### src/rtl/rr_arbiter_16_if.sv
// Handshake bundle between requesters and the 16-way round-robin arbiter.
// master: requester side (drives req/req_mask/done). slave: arbiter side.
interface rr_arbiter_16_if;
    logic [15:0] req;
    logic [15:0] req_mask;
    logic        done;
    logic        grant_valid;
    logic [3:0]  grant_idx;
    logic [15:0] grant_oh;
    logic        timeout;

    modport master (
        output req, req_mask, done,
        input  grant_valid, grant_idx, grant_oh, timeout
    );

    modport slave (
        input  req, req_mask, done,
        output grant_valid, grant_idx, grant_oh, timeout
    );
endinterface

### src/rtl/rr_arbiter_16.sv
// 16-requester round-robin arbiter with a hold-until-release grant and a
// mandatory one-cycle turnaround between owners.
// Optional feature: define ARB_TIMEOUT_EN to force release of a grant after
// TIMEOUT_CYCLES cycles (legal 2..255). The timeout pulse is asserted in the
// last grant cycle itself. Without the macro, timeout is tied to 0.
module rr_arbiter_16 #(
    parameter int unsigned TIMEOUT_CYCLES = 16
) (
    input logic            clk,
    input logic            rst_n,
    rr_arbiter_16_if.slave bus
);

    typedef enum logic [1:0] {
        S_IDLE  = 2'd0,
        S_GRANT = 2'd1,
        S_TURN  = 2'd2
    } state_t;

    state_t      state_q, state_d;
    logic [3:0]  ptr_q, ptr_d;
    logic [3:0]  grant_idx_q, grant_idx_d;
    logic [15:0] grant_oh_q, grant_oh_d;
    logic        grant_valid_q, grant_valid_d;

    logic [15:0] eligible;
    logic        pick_found;
    logic [3:0]  pick_idx;
    logic        release_req;
    logic        force_rel;

    // Rotating priority search: first eligible requester at or after ptr.
    always_comb begin
        eligible   = bus.req & bus.req_mask;
        pick_found = 1'b0;
        pick_idx   = '0;
        for (int unsigned i = 0; i < 16; i++) begin
            if (!pick_found && eligible[ptr_q + 4'(i)]) begin
                pick_found = 1'b1;
                pick_idx   = ptr_q + 4'(i);
            end
        end
    end

    // Owner gives up the resource by pulsing done or dropping its request.
    always_comb begin
        release_req = bus.done || !bus.req[grant_idx_q];
    end

`ifdef ARB_TIMEOUT_EN
    localparam logic [7:0] CNT_LAST = 8'(TIMEOUT_CYCLES - 1);

    logic [7:0] cnt_q, cnt_d;

    // Grant-age counter: held at zero outside GRANT so it starts clean on entry.
    always_comb begin
        cnt_d = '0;
        if (state_q == S_GRANT) begin
            cnt_d = cnt_q + 8'd1;
        end
    end

    // Grant-age counter register.
    always_ff @(posedge clk) begin
        if (!rst_n) begin
            cnt_q <= '0;
        end else begin
            cnt_q <= cnt_d;
        end
    end

    // A normal release in the same cycle wins, so the pulse only marks forced releases.
    always_comb begin
        force_rel = (state_q == S_GRANT) && !release_req && (cnt_q == CNT_LAST);
    end
`else
    logic [7:0] timeout_cycles_unused;

    // No timeout hardware in this build.
    always_comb begin
        timeout_cycles_unused = 8'(TIMEOUT_CYCLES);
        force_rel             = 1'b0;
    end
`endif

    // Next-state and registered grant outputs.
    always_comb begin
        state_d       = state_q;
        ptr_d         = ptr_q;
        grant_valid_d = grant_valid_q;
        grant_idx_d   = grant_idx_q;
        grant_oh_d    = grant_oh_q;
        unique case (state_q)
            S_IDLE: begin
                if (pick_found) begin
                    grant_valid_d = 1'b1;
                    grant_idx_d   = pick_idx;
                    grant_oh_d    = 16'h0001 << pick_idx;
                    state_d       = S_GRANT;
                end else begin
                    grant_valid_d = 1'b0;
                    grant_idx_d   = '0;
                    grant_oh_d    = '0;
                end
            end
            S_GRANT: begin
                if (release_req || force_rel) begin
                    grant_valid_d = 1'b0;
                    grant_idx_d   = '0;
                    grant_oh_d    = '0;
                    ptr_d         = grant_idx_q + 4'd1;
                    state_d       = S_TURN;
                end
            end
            S_TURN: begin
                grant_valid_d = 1'b0;
                grant_idx_d   = '0;
                grant_oh_d    = '0;
                state_d       = S_IDLE;
            end
            default: begin
                grant_valid_d = 1'b0;
                grant_idx_d   = '0;
                grant_oh_d    = '0;
                state_d       = S_IDLE;
            end
        endcase
    end

    // State, pointer and grant registers with synchronous active-low reset.
    always_ff @(posedge clk) begin
        if (!rst_n) begin
            state_q       <= S_IDLE;
            ptr_q         <= '0;
            grant_valid_q <= 1'b0;
            grant_idx_q   <= '0;
            grant_oh_q    <= '0;
        end else begin
            state_q       <= state_d;
            ptr_q         <= ptr_d;
            grant_valid_q <= grant_valid_d;
            grant_idx_q   <= grant_idx_d;
            grant_oh_q    <= grant_oh_d;
        end
    end

    assign bus.grant_valid = grant_valid_q;
    assign bus.grant_idx   = grant_idx_q;
    assign bus.grant_oh    = grant_oh_q;
    assign bus.timeout     = force_rel;

endmodule

### src/flat_wrapper.sv
// flat-port wrapper written by rule: the top's interface ports become plain ports
module rr_arbiter_16_flat 
#(
    parameter int unsigned TIMEOUT_CYCLES = 16
)
  (clk, rst_n, bus_req, bus_req_mask, bus_done, bus_grant_valid, bus_grant_idx, bus_grant_oh, bus_timeout);
  rr_arbiter_16_if bus_i ();
  input logic clk;
  input logic rst_n;
  input wire logic [$bits(bus_i.req)-1:0] bus_req;
  input wire logic [$bits(bus_i.req_mask)-1:0] bus_req_mask;
  input wire logic [$bits(bus_i.done)-1:0] bus_done;
  output wire logic [$bits(bus_i.grant_valid)-1:0] bus_grant_valid;
  output wire logic [$bits(bus_i.grant_idx)-1:0] bus_grant_idx;
  output wire logic [$bits(bus_i.grant_oh)-1:0] bus_grant_oh;
  output wire logic [$bits(bus_i.timeout)-1:0] bus_timeout;
  assign bus_i.req = bus_req;
  assign bus_i.req_mask = bus_req_mask;
  assign bus_i.done = bus_done;
  assign bus_grant_valid = bus_i.grant_valid;
  assign bus_grant_idx = bus_i.grant_idx;
  assign bus_grant_oh = bus_i.grant_oh;
  assign bus_timeout = bus_i.timeout;
  rr_arbiter_16 #(.TIMEOUT_CYCLES(TIMEOUT_CYCLES)) u_core (.clk(clk), .rst_n(rst_n), .bus(bus_i));
endmodule
### config.mk
export PLATFORM = sky130hd
export DESIGN_NAME = rr_arbiter_16_flat
export DESIGN_NICKNAME = d
export VERILOG_FILES = /design/src/rtl/rr_arbiter_16_if.sv /design/src/rtl/rr_arbiter_16.sv /design/src/flat_wrapper.sv
export SDC_FILE = /design/constraint.sdc
export NUM_CORES = 1
export LEC_CHECK = 0
export ABC_CLOCK_PERIOD_IN_PS = 7100
export CAP_MARGIN = 30
export CORE_MARGIN = 2
export CORE_UTILIZATION = 30
export CTS_BUF_LIST = sky130_fd_sc_hd__clkbuf_2
export DETAILED_ROUTE_END_ITERATION = 12
export HOLD_SLACK_MARGIN = 0.05
export SLEW_MARGIN = 10
export SYNTH_ARGS = -nofsm -noshare
export SYNTH_HDL_FRONTEND = slang
export SYNTH_SLANG_ARGS = --single-unit
### constraint.sdc
create_clock -name clk -period 7.1 [get_ports clk]
set_input_delay 1.42 -clock clk [delete_from_list [all_inputs] [get_ports clk]]
set_output_delay 1.42 -clock clk [all_outputs]
set_load 0.02 [all_outputs]
==> key figures, run 1 <==
Run status
  – Outcome: finished, final reports clean

GRT
  – Largest net degree at the start of global routing: 53
  – Vias in the first global route: 3682
  – Global-route usage over all layers: 0.186
  – First-pass GRT wire length: 19600 um
  – Initial antenna violation count: 0
  – Grt total ovfl: 0

Synthesis
  – Post-synth top flop: dfxtp_1
  – Synth unique cells: 74
  – Cell taking the most area after synthesis: mux4_2
  – Syn. warnings: 0
  – Mean post-synth cell area: 8.46 um2
  – Number of synthesized register bits: 27
  – Ranking of synthesized cells by area: mux4_2 15%, dfxtp_1 15%, nand2_1 6.8%, mux2i_1 5.2%, mux4_1 5.0%
  – Post-synth EDFFs: 0
  – Syn nets: 478
  – Cell Area, Synth: 0.00368 mm2
  – FFs w/ async S/R, synth: 0
  – Post-synth top area share: 0.153
  – Seq/Total Area, Yosys: 0.147
  – Post-synthesis cell count: 435

STA
  – # setup viols final: 0
  – Fin crit share: 0.738
  – Layout Skew: ~0.026 ns
  – Fin crit period: 5.24 ns
  – RSZ-0062 raised after global routing: no
  – Setup_tns: 0 ns
  – Rel. slew slack: 0.347
  – Worst-margin pin slew: approximately 0.98 ns
  – Post-layout worst setup margin: 1.86 ns
  – Final Max Tran Viols: 0
  – Fin. Hold Viols: 0
  – F_max: 0.191 GHz

Setup path
  – Max stage delay on crit path: 0.71 ns
  – Worst reg2reg setup slack: 2.05 ns
  – Critical R2R Capture: u_core.bus.grant_oh[6]
  – Critical-path maximum fanout: 8
  – Crit end category: flop
  – WS Path Type: in2reg
  – Buf+Inv Stages, Crit Path: 1
  – R2R depth: 12
  – Slowest-stage cell, CP: or4b_1
  – Required @ worst endpoint: roughly 7.4 ns
  – CP top delay family: simple AND/OR/NAND/NOR gates
  – Crit-path cells: clkdlybuf4s50_1 -> nand2_1 -> o21ai_1 -> mux4_1 -> mux2_4 -> or4b_1 -> nor4_4 -> nand4_1 -> o211a_1 -> o22ai_2 -> nand2_1 -> o21ai_1
  – Startpoint Class: input pin
  – Launching point of the worst reg2reg path: u_core.ptr_q[0]
  – Arr. time, crit path: 5.57 ns

Power
  – Sw power: roughly 0.98 mW
  – Max VDD drop: 0.181 mV
  – Leakage power figure: 1.59 nW
  – Sequential share of power: 0.130
  – Internal power: 0.785 mW
  – Cell Pwr Density: between 400 and 500 mW/mm2
  – Total Power: 1.76 mW
  – Clk pwr share: 0.033
  – Sw Share: 0.555
  – Combinational share of power: 0.837

Clock tree
  – Quantity of hold-fixing buffers added after cts: 0
  – Clk_lat worst skew: 0.37 ns
  – CTS sink count: 27
  – CTS H-tree depth: 1
  – Clock tree buffer depth: 2
  – Worst-path clk slew: 0.26 ns
  – TritonCTS Buffers: 3
  – CTS tree: done
  – Post-CTS Resized: 0
  – CTS Root Cell: clkbuf_2
  – Setup bufs post-CTS: 0

Place
  – GP Congestion: 1.00
  – Buffers on Ports: 55
  – Post-detail-place hpwl: 9430 um
  – Place WS: 1.42 ns

Cells and area
  – Nets@finish: a little over 500
  – N_diodes: 0
  – Share of cells above drive strength 1: 0.122
  – Fin util: 0.363
  – Most frequent cells in the layout: 67 x nand2_1, 55 x clkdlybuf4s50_1, 26 x dfxtp_1
  – Most common cell after layout, fill and taps aside: nand2_1
  – Fillers: roughly 1300
  – Area Growth Syn to Fin: 18.4%

Min path
  – Hold endpoint: u_core.bus.grant_oh[13]
  – Hold depth: 2
  – HP Class: reg2reg
  – Hold Crit Start: u_core.bus.grant_oh[13]

Drt
  – DRC: 0
  – 1st-iter DRT viols: 383
  – Wirelength, routed: between 10000 and 15000 um
  – DR WL/cell: between 15 and 20 um
  – Detail Route Antenna Nets: 0
  – DR pass1 iterations: 7
  – Vias: between 3000 and 4000
  – DR vias/cell: 6.24

Floorplanning
  – # rows: 40
  – Core box area: approximately 0.012 mm2
  – Starting Density: 0.306
  – Die Y: 115 um
  – Die X: 115 um
  – Die area: 0.0132 mm2
  – IO Pins: 57

Run
  – Number of max-cap violations: 0
worst max-delay path by stage:
stage	end	slack, ns	cells after the start	start
detailed placement	u_core.bus.grant_oh[0]	1.42	11	bus_req[0]
CTS	u_core.bus.grant_oh[0]	1.83	11	bus_req[0]
floorplan	u_core.bus.grant_oh[13]	2.18	17	u_core.ptr_q[0]
finish	u_core.bus.grant_oh[6]	1.86	12	bus_req[11]
global placement	u_core.bus.grant_oh[0]	1.57	11	bus_req[1]
global route	u_core.bus.grant_oh[6]	1.64	12	bus_req[5]
layout make-up:
cell class,count,area [um2],share of cell area
inverter,13,48.8,0.0112
clock inverter,1,7.51,0.00172
timing repair buffer,62,608,0.140
clock buffer,3,15.0,0.00345
sequential,27,542,0.124
tap,147,184,0.0422
multi-input combinational,368,2950,0.678
worst reg2reg max path, cell delays in order (launching register included):
cell and delay (ns):
dfxtp_2 0.49, inv_1 0.07, ha_1 0.25, xnor2_1 0.75, mux4_1 0.79, mux2_4 0.36, or4b_1 0.69, nor4_4 0.52
nand4_1 0.19, o211a_1 0.21, o22ai_2 0.31, nand2_1 0.22, o21ai_1 0.19
power groups by stage:
stage / clock network (mW) / registers (mW) / logic [mW]
2_1_floorplan: 0 / 0.254 / 1.04
3_3_place_gp: 0 / 0.231 / 1.42
3_5_place_dp: 0 / 0.233 / 1.43
4_1_cts: 0.0602 / 0.229 / 1.44
5_1_grt: 0.0659 / 0.234 / 1.60
6_report: 0.0580 / 0.229 / 1.48
metal layers:
layer | global-route usage | wire length [um] | vias to the layer above
li1 | - | - | 1770
met1 | 0.258 | 5000 | 1843
met2 | 0.303 | 5720 | 223
met3 | 0.0227 | 1080 | 40
met4 | 0.0618 | 416 | 0
met5 | 0 | 0 | -
per-stage QoR:
| stage | instances | cell area, um2 | hold WS [ns] |
|---|---|---|---|
| 6_report | 621 | 4360 | 0.471 |
| 5_1_grt | 621 | 4360 | 0.496 |
| 4_1_cts | 620 | 4350 | 0.471 |
| 3_5_place_dp | 616 | 4320 | 0.445 |
| 3_3_place_gp | 616 | 4320 | 0.442 |
| 2_1_floorplan | 435 | 3680 | 0.523 |
registers in the layout (all words and copies together) (netlist names):
signal,count
u_core.bus.grant_idx,4
u_core.state_q,2
u_core.bus.grant_oh,16
u_core.ptr_q,4
u_core.bus.grant_valid,1
synthesized netlist by cell type (7+ instances only):
cell	number
mux2i_1	19
mux4_2	25
o21ai_0	21
a21oi_1	17
nand2_1	67
ha_1	8
nor2_1	20
nand3_1	23
o22ai_1	7
mux4_1	7
inv_1	10
dfxtp_1	27
o21a_1	7
xnor2_1	9
nor2b_1	8
o21ai_1	18
clkbuf_1	12
kinds of logic after synthesis:
logic type / after synthesis / share of synthesized area
buffers and inverters: 40 / 0.0510
and+or+nand+nor: 160 / 0.217
AOI/OAI and AO/OA: 129 / 0.250
other: 1 / 0.00102
adders and majority gates: 8 / 0.0272
muxes: 58 / 0.278
DFF: 27 / 0.147
xor gates and xnor gates: 12 / 0.0286
No activity file was read; power rests on OpenSTA's default activity.
==> run 2: changes to the inputs <==
--- a/config.mk
+++ b/config.mk
@@ -5,7 +5,7 @@
 export SDC_FILE = /design/constraint.sdc
 export NUM_CORES = 1
 export LEC_CHECK = 0
-export ABC_CLOCK_PERIOD_IN_PS = 7100
+export ABC_CLOCK_PERIOD_IN_PS = 4600
 export CAP_MARGIN = 30
 export CORE_MARGIN = 2
 export CORE_UTILIZATION = 30
==> constraint.sdc (replaced) <==
create_clock -name clk -period 4.6 [get_ports clk]
set_input_delay 0.92 -clock clk [delete_from_list [all_inputs] [get_ports clk]]
set_output_delay 0.92 -clock clk [all_outputs]
set_load 0.02 [all_outputs]
==> key figures, run 2 (synthesized netlist as in run 1, its figures left out) <==
Drt
  – Wirelength, routed: 13000 um (+6.1%)
  – DRC: 0 (unchanged)
  – DR WL/cell: 18.6 um (-5.2%)
  – Detail Route Antenna Nets: 0 (unchanged)
  – DR pass1 iterations: 5 (-2)
  – DR vias/cell: 5.73 (-8.2%)
  – Vias: 3984 (+2.8%)
  – 1st-iter DRT viols: 266 (-31%)

STA
  – F_max: ~0.23 GHz
  – Setup_tns: 0 ns (unchanged)
  – Fin crit share: 0.937
  – RSZ-0062 raised after global routing: no
  – Fin crit period: around 4.3 ns
  – Fin. Hold Viols: 0 (unchanged)
  – Final Max Tran Viols: 0 (unchanged)
  – Post-layout worst setup margin: 0.290 ns (-1.57 ns)
  – Hold WS: 0.474 ns (+0.00208 ns)
  – Rel. slew slack: 0.612 (+0.265)
  – # setup viols final: 0 (unchanged)
  – Worst-margin pin slew: 0.578 ns (-0.400 ns)
  – Layout Skew: 0.0226 ns (-0.00327 ns)

Clock tree
  – CTS Root Cell: clkbuf_2
  – Quantity of hold-fixing buffers added after cts: 0 (unchanged)
  – Clk_lat worst skew: 0.36 ns (about the same)
  – TritonCTS Buffers: 3 (unchanged)
  – Post-CTS Resized: 0 (unchanged)
  – CTS sink count: 27 (unchanged)
  – Clock tree buffer depth: 2 (unchanged)
  – CTS H-tree depth: 1 (unchanged)
  – Worst-path clk slew: 0.27 ns (about the same)
  – Setup bufs post-CTS: 0 (unchanged)
  – CTS tree: done

Floorplanning
  – # rows: 40 (unchanged)
  – Die area: 0.0132 mm2 (unchanged)
  – Die Y: 115 um (unchanged)
  – Die X: 115 um (unchanged)
  – Starting Density: 0.306 (unchanged)
  – Core box area: 0.0120 mm2 (unchanged)
  – IO Pins: 57 (unchanged)

Setup path
  – Launching point of the worst reg2reg path: u_core.ptr_q[1]
  – Startpoint Class: input pin
  – Critical R2R Capture: u_core.bus.grant_idx[2]
  – Worst reg2reg setup slack: 0.33 ns (-1.72 ns)
  – Critical-path maximum fanout: 6 (-2)
  – Required @ worst endpoint: 4.91 ns (-2.51 ns)
  – Crit end category: flop
  – WS Path Type: in2reg
  – Arr. time, crit path: 4.62 ns (-0.95 ns)
  – R2R depth: 14 (+2)

Run status
  – Outcome: finished, final reports clean

Min path
  – Hold depth: 2 (unchanged)
  – HP Class: reg2reg
  – Hold Crit Start: u_core.bus.grant_oh[15]
  – Hold endpoint: u_core.bus.grant_oh[15]

GRT
  – Initial antenna violation count: 0 (unchanged)
  – Largest net degree at the start of global routing: 52 (-1.9%)
  – Grt met2 use: 0.333 (+0.0296)
  – Grt total ovfl: 0 (unchanged)
  – Routing usage on met1: 0.280 (+0.0216)
  – Global-route usage over all layers: 0.201 (+0.0147)
  – Vias in the first global route: 3919 (+6.4%)
  – Busiest grt layer: met2
  – Met3 Use GR: 0.0227 (unchanged)
  – First-pass GRT wire length: 21000 um (+7.1%)

Cells and area
  – N_diodes: 0 (unchanged)
  – Area Growth Syn to Fin: 34.0%
  – Max FFs per register: 16 (unchanged)
  – Most frequent cells in the layout: 80 x buf_4, 67 x nand2_1, 55 x clkdlybuf4s50_1
  – Share of cells above drive strength 1: 0.246 (+0.124)
  – Nets@finish: 592 (+14%)
  – Most common cell after layout, fill and taps aside: buf_4

Power
  – Max VDD drop: 0.277 mV (+53%)
  – Cell Pwr Density: 641 mW/mm2 (+58%)
  – Leakage power figure: 1.94 nW (+22%)

Place
  – Place WS: -0.0845 ns (-1.51 ns)
  – Buffers on Ports: 55 (unchanged)
  – GP Congestion: 0.986 (-1.4%)
  – Post-detail-place hpwl: 10600 um (+12%)

Run
  – Number of max-cap violations: 0 (unchanged)
run 2: changes by cell type in the layout (fill, tap and decap cells not counted), sizes merged:
cell,change
buf,+75
dlymetal6s2s,-1
run 2: metal layers:
metal / vias up / routed length [um]
met5: - / 0
met1: 1907 / 5780
met2: 141 / 6100
met4: 0 / 322
li1: 1910 / -
met3: 26 / 753
run 2: worst max path at each step:
stage	start	end	slack (ns)	depth (start not counted)
6_report	bus_req[0]	u_core.bus.grant_oh[0]	0.29	13
5_1_grt	u_core.ptr_q[1]	u_core.bus.grant_oh[6]	0.13	13
4_1_cts	bus_req[0]	u_core.bus.grant_oh[0]	0.31	13
3_5_place_dp	bus_req[0]	u_core.bus.grant_oh[0]	-0.08	13
3_3_place_gp	bus_req[14]	u_core.bus.grant_oh[3]	-0.03	14
2_1_floorplan	u_core.ptr_q[0]	u_core.bus.grant_oh[0]	0.008	15
run 2: cell type report:
cell class	count	area [um2]
Fill cell	1253	7080
Multi-Input combinational cell	368	2960
Timing Repair Buffer	136	1170
Sequential cell	27	542
Tap cell	147	184
Inverter	13	48.8
Clock buffer	3	15.0
Clock inverter	1	7.51
run 2: critical path: stages:
cell             delay (ns)
clkdlybuf4s50_1        0.48
buf_4                  0.11
nand2_1                0.11
mux4_2                 0.49
mux2_2                 0.27
a2111oi_0              0.45
buf_4                  0.22
or4b_1                 0.22
o211ai_1               0.16
o31a_1                 0.14
o32ai_2                0.37
or3b_1                 0.47
o31ai_2                0.20
run 2: through the flow:
| step | util | power [mW] | area (um2) | cells |
|---|---|---|---|---|
| 6_report | 0.411 | 3.16 | 4930 | 695 |
| 2_1_floorplan | - | 2.01 | 3700 | 435 |
| 3_5_place_dp | 0.409 | 3.04 | 4910 | 691 |
| 5_1_grt | 0.411 | 3.40 | 4930 | 695 |
| 3_3_place_gp | 0.409 | 3.02 | 4910 | 691 |
| 4_1_cts | 0.411 | 3.14 | 4930 | 695 |
run 2: report_power, final:
part | total, mW | switching, mW | internal [mW]
Combinational | 2.72 | 1.47 | 1.24
Sequential | 0.351 | 0.0570 | 0.294
Clock | 0.0917 | 0.0715 | 0.0202
==> run 3: changes to the inputs <==
--- a/config.mk
+++ b/config.mk
@@ -12,6 +12,7 @@
 export CTS_BUF_LIST = sky130_fd_sc_hd__clkbuf_2
 export DETAILED_ROUTE_END_ITERATION = 12
 export HOLD_SLACK_MARGIN = 0.05
+export REMOVE_ABC_BUFFERS = 1
 export SLEW_MARGIN = 10
 export SYNTH_ARGS = -nofsm -noshare
 export SYNTH_HDL_FRONTEND = slang
==> key figures, run 3 (synthesized netlist as in run 1, its figures left out) <==
Place
  – GP Congestion: 0.987 (about the same)
  – Place WS: -0.189 ns (-0.105 ns)
  – Post-detail-place hpwl: 10200 um (-3.8%)
  – Placed Cells: 669 (-3.2%)
  – Buffers on Ports: 55 (unchanged)

Clock tree
  – Clock tree buffer depth: 2 (unchanged)
  – CTS Root Cell: clkbuf_2
  – TritonCTS Buffers: 3 (unchanged)
  – Clk_lat worst skew: 0.37 ns (about the same)
  – Quantity of hold-fixing buffers added after cts: 0 (unchanged)
  – Worst-path clk slew: 0.27 ns (about the same)
  – CTS H-tree depth: 1 (unchanged)
  – CTS tree: done
  – CTS sink count: 27 (unchanged)

STA
  – # setup viols final: 0 (unchanged)
  – Fin crit period: 4.42 ns (+0.114 ns)
  – F_max: 0.226 GHz (-2.6%)
  – Rel. slew slack: 0.592 (-0.0207)
  – Post-layout worst setup margin: 0.176 ns (-0.114 ns)
  – Fin crit share: 0.962 (+0.0248)
  – Worst-margin pin slew: 0.609 ns (+0.0314 ns)
  – RSZ-0062 raised after global routing: no
  – Layout Skew: 0.0262 ns (+0.00357 ns)
  – Hold WS: 0.466 ns (-0.00711 ns)
  – Final Max Tran Viols: 0 (unchanged)
  – Fin. Hold Viols: 0 (unchanged)

Floorplanning
  – # rows: 40 (unchanged)
  – IO Pins: 57 (unchanged)
  – Die X: 115 um (unchanged)
  – Starting Density: 0.306 (unchanged)
  – Die area: 0.0132 mm2 (unchanged)
  – Die Y: 115 um (unchanged)
  – Core box area: 0.0120 mm2 (unchanged)

GRT
  – Initial antenna violation count: 0 (unchanged)
  – Vias in the first global route: 3776 (-3.6%)
  – Largest net degree at the start of global routing: 57 (+9.6%)
  – First-pass GRT wire length: 20400 um (-3.0%)
  – Grt total ovfl: 0 (unchanged)
  – Global-route usage over all layers: 0.193 (-0.00812)

Power
  – Sw Share: 0.521 (+0.0134)
  – Sw power: 1.59 mW (-1.0%)
  – Combinational share of power: 0.854 (-0.006)
  – Clk pwr share: 0.030 (about the same)
  – Total Power: 3.05 mW (-3.6%)
  – Max VDD drop: 0.326 mV (+18%)
  – Sequential share of power: 0.116 (+0.005)
  – Internal power: 1.46 mW (-6.2%)
  – Cell Pwr Density: 641 mW/mm2 (about the same)
  – Leakage power figure: 1.83 nW (-5.3%)

Setup path
  – WS Path Type: in2reg
  – Critical-path maximum fanout: 6 (unchanged)
  – Worst reg2reg setup slack: 0.37 ns (+0.04 ns)
  – Required @ worst endpoint: 4.92 ns (about the same)
  – Crit end category: flop
  – Startpoint Class: input pin
  – Arr. time, crit path: 4.74 ns (+0.12 ns)

Run
  – Number of max-cap violations: 0 (unchanged)

Drt
  – DRC: 0 (unchanged)
  – DR vias/cell: 6.02 (+5.0%)
  – Wirelength, routed: 12800 um (-0.86%)
  – DR pass1 iterations: 6 (+1)
  – 1st-iter DRT viols: 375 (+41%)
  – DR WL/cell: 19.1 um (+2.4%)
  – Vias: 4051 (+1.7%)
  – Detail Route Antenna Nets: 0 (unchanged)

Cells and area
  – Most common cell after layout, fill and taps aside: nand2_1
  – Nets@finish: 570 (-3.7%)
  – Share of cells above drive strength 1: 0.213 (-0.0334)
  – Multi-input gate area: 0.00296 mm2 (about the same)
  – Fin util: 0.396 (-0.0147)
  – Max FFs per register: 16 (unchanged)
  – Area Growth Syn to Fin: 29.2%
  – Reg area: 542 um2 (unchanged)
  – Fillers: 1211 (-3.4%)
  – Most frequent cells in the layout: 67 x nand2_1, 58 x buf_4, 55 x clkdlybuf4s50_1
  – Fin cells: 673 (-3.2%)
  – N_diodes: 0 (unchanged)

Min path
  – HP Class: reg2reg

Run status
  – Outcome: finished, final reports clean
-- run 3: cell count changes in the layout (fill, tap and decap cells not counted) --
cell	before	now
a2111oi_1	0	1
o22ai_4	1	0
a2111oi_0	2	1
buf_6	0	1
o22ai_2	0	1
buf_4	80	58
mux4_1	6	7
buf_12	1	0
mux4_2	26	25
-- run 3: power by group through the flow --
stage | Clock, mW | Sequential, mW | Combinational [mW]
2_1_floorplan | 0 | 0.448 | 1.49
3_3_place_gp | 0 | 0.357 | 2.52
3_5_place_dp | 0 | 0.358 | 2.54
4_1_cts | 0.0924 | 0.353 | 2.55
5_1_grt | 0.101 | 0.360 | 2.80
6_report | 0.0921 | 0.353 | 2.60
-- run 3: per-stage QoR --
| stage | instance area, um2 | TNS (ns) |
|---|---|---|
| floorplan | 3540 | -14.23 |
| global placement | 4720 | -3.03 |
| detailed placement | 4720 | -1.84 |
| CTS | 4740 | 0 |
| global route | 4760 | 0 |
| finish | 4760 | 0 |
-- run 3: per-layer routing --
layer  vias up  wire, um  track usage
met5         -         0            0
met4         0       274       0.0361
met3        35      1030       0.0264
met2       205      6100        0.325
met1      1941      5440        0.267
li1       1870         -            -
-- run 3: cell type report --
class	instances	area share
multi-input cells	368	0.623
repair buffers	114	0.210
flip-flops and latches	27	0.114
well taps	147	0.0387
inverters	13	0.0103
clock buffers	3	0.00316
clock inverters	1	0.00158
-- run 3: worst max-delay path, cell delays in order --
cell and delay, ns:
clkdlybuf4s50_1 0.48, nand2_1 0.14, buf_4 0.17, mux4_2 0.47, and3_1 0.20, a2111oi_0 0.52
buf_4 0.23, or4b_1 0.28, o211ai_1 0.14, o31a_1 0.14, o32ai_2 0.41, or3b_1 0.45
o31ai_2 0.19
-- run 3: final timing paths --
check / start / endpoint / cells after the start
min: u_core.bus.grant_oh[10] / u_core.bus.grant_oh[10] / 2
min reg2reg: u_core.bus.grant_oh[10] / u_core.bus.grant_oh[10] / 2
max: bus_req[5] / u_core.bus.grant_oh[0] / 13
max reg2reg: u_core.ptr_q[0] / u_core.bus.grant_oh[1] / 12
-- run 3: timing repair --
item | CTS | global route
setup buffers | 0 | 0
resized for setup | 0 | 3
endpoints found under the setup margin | 0 | 16
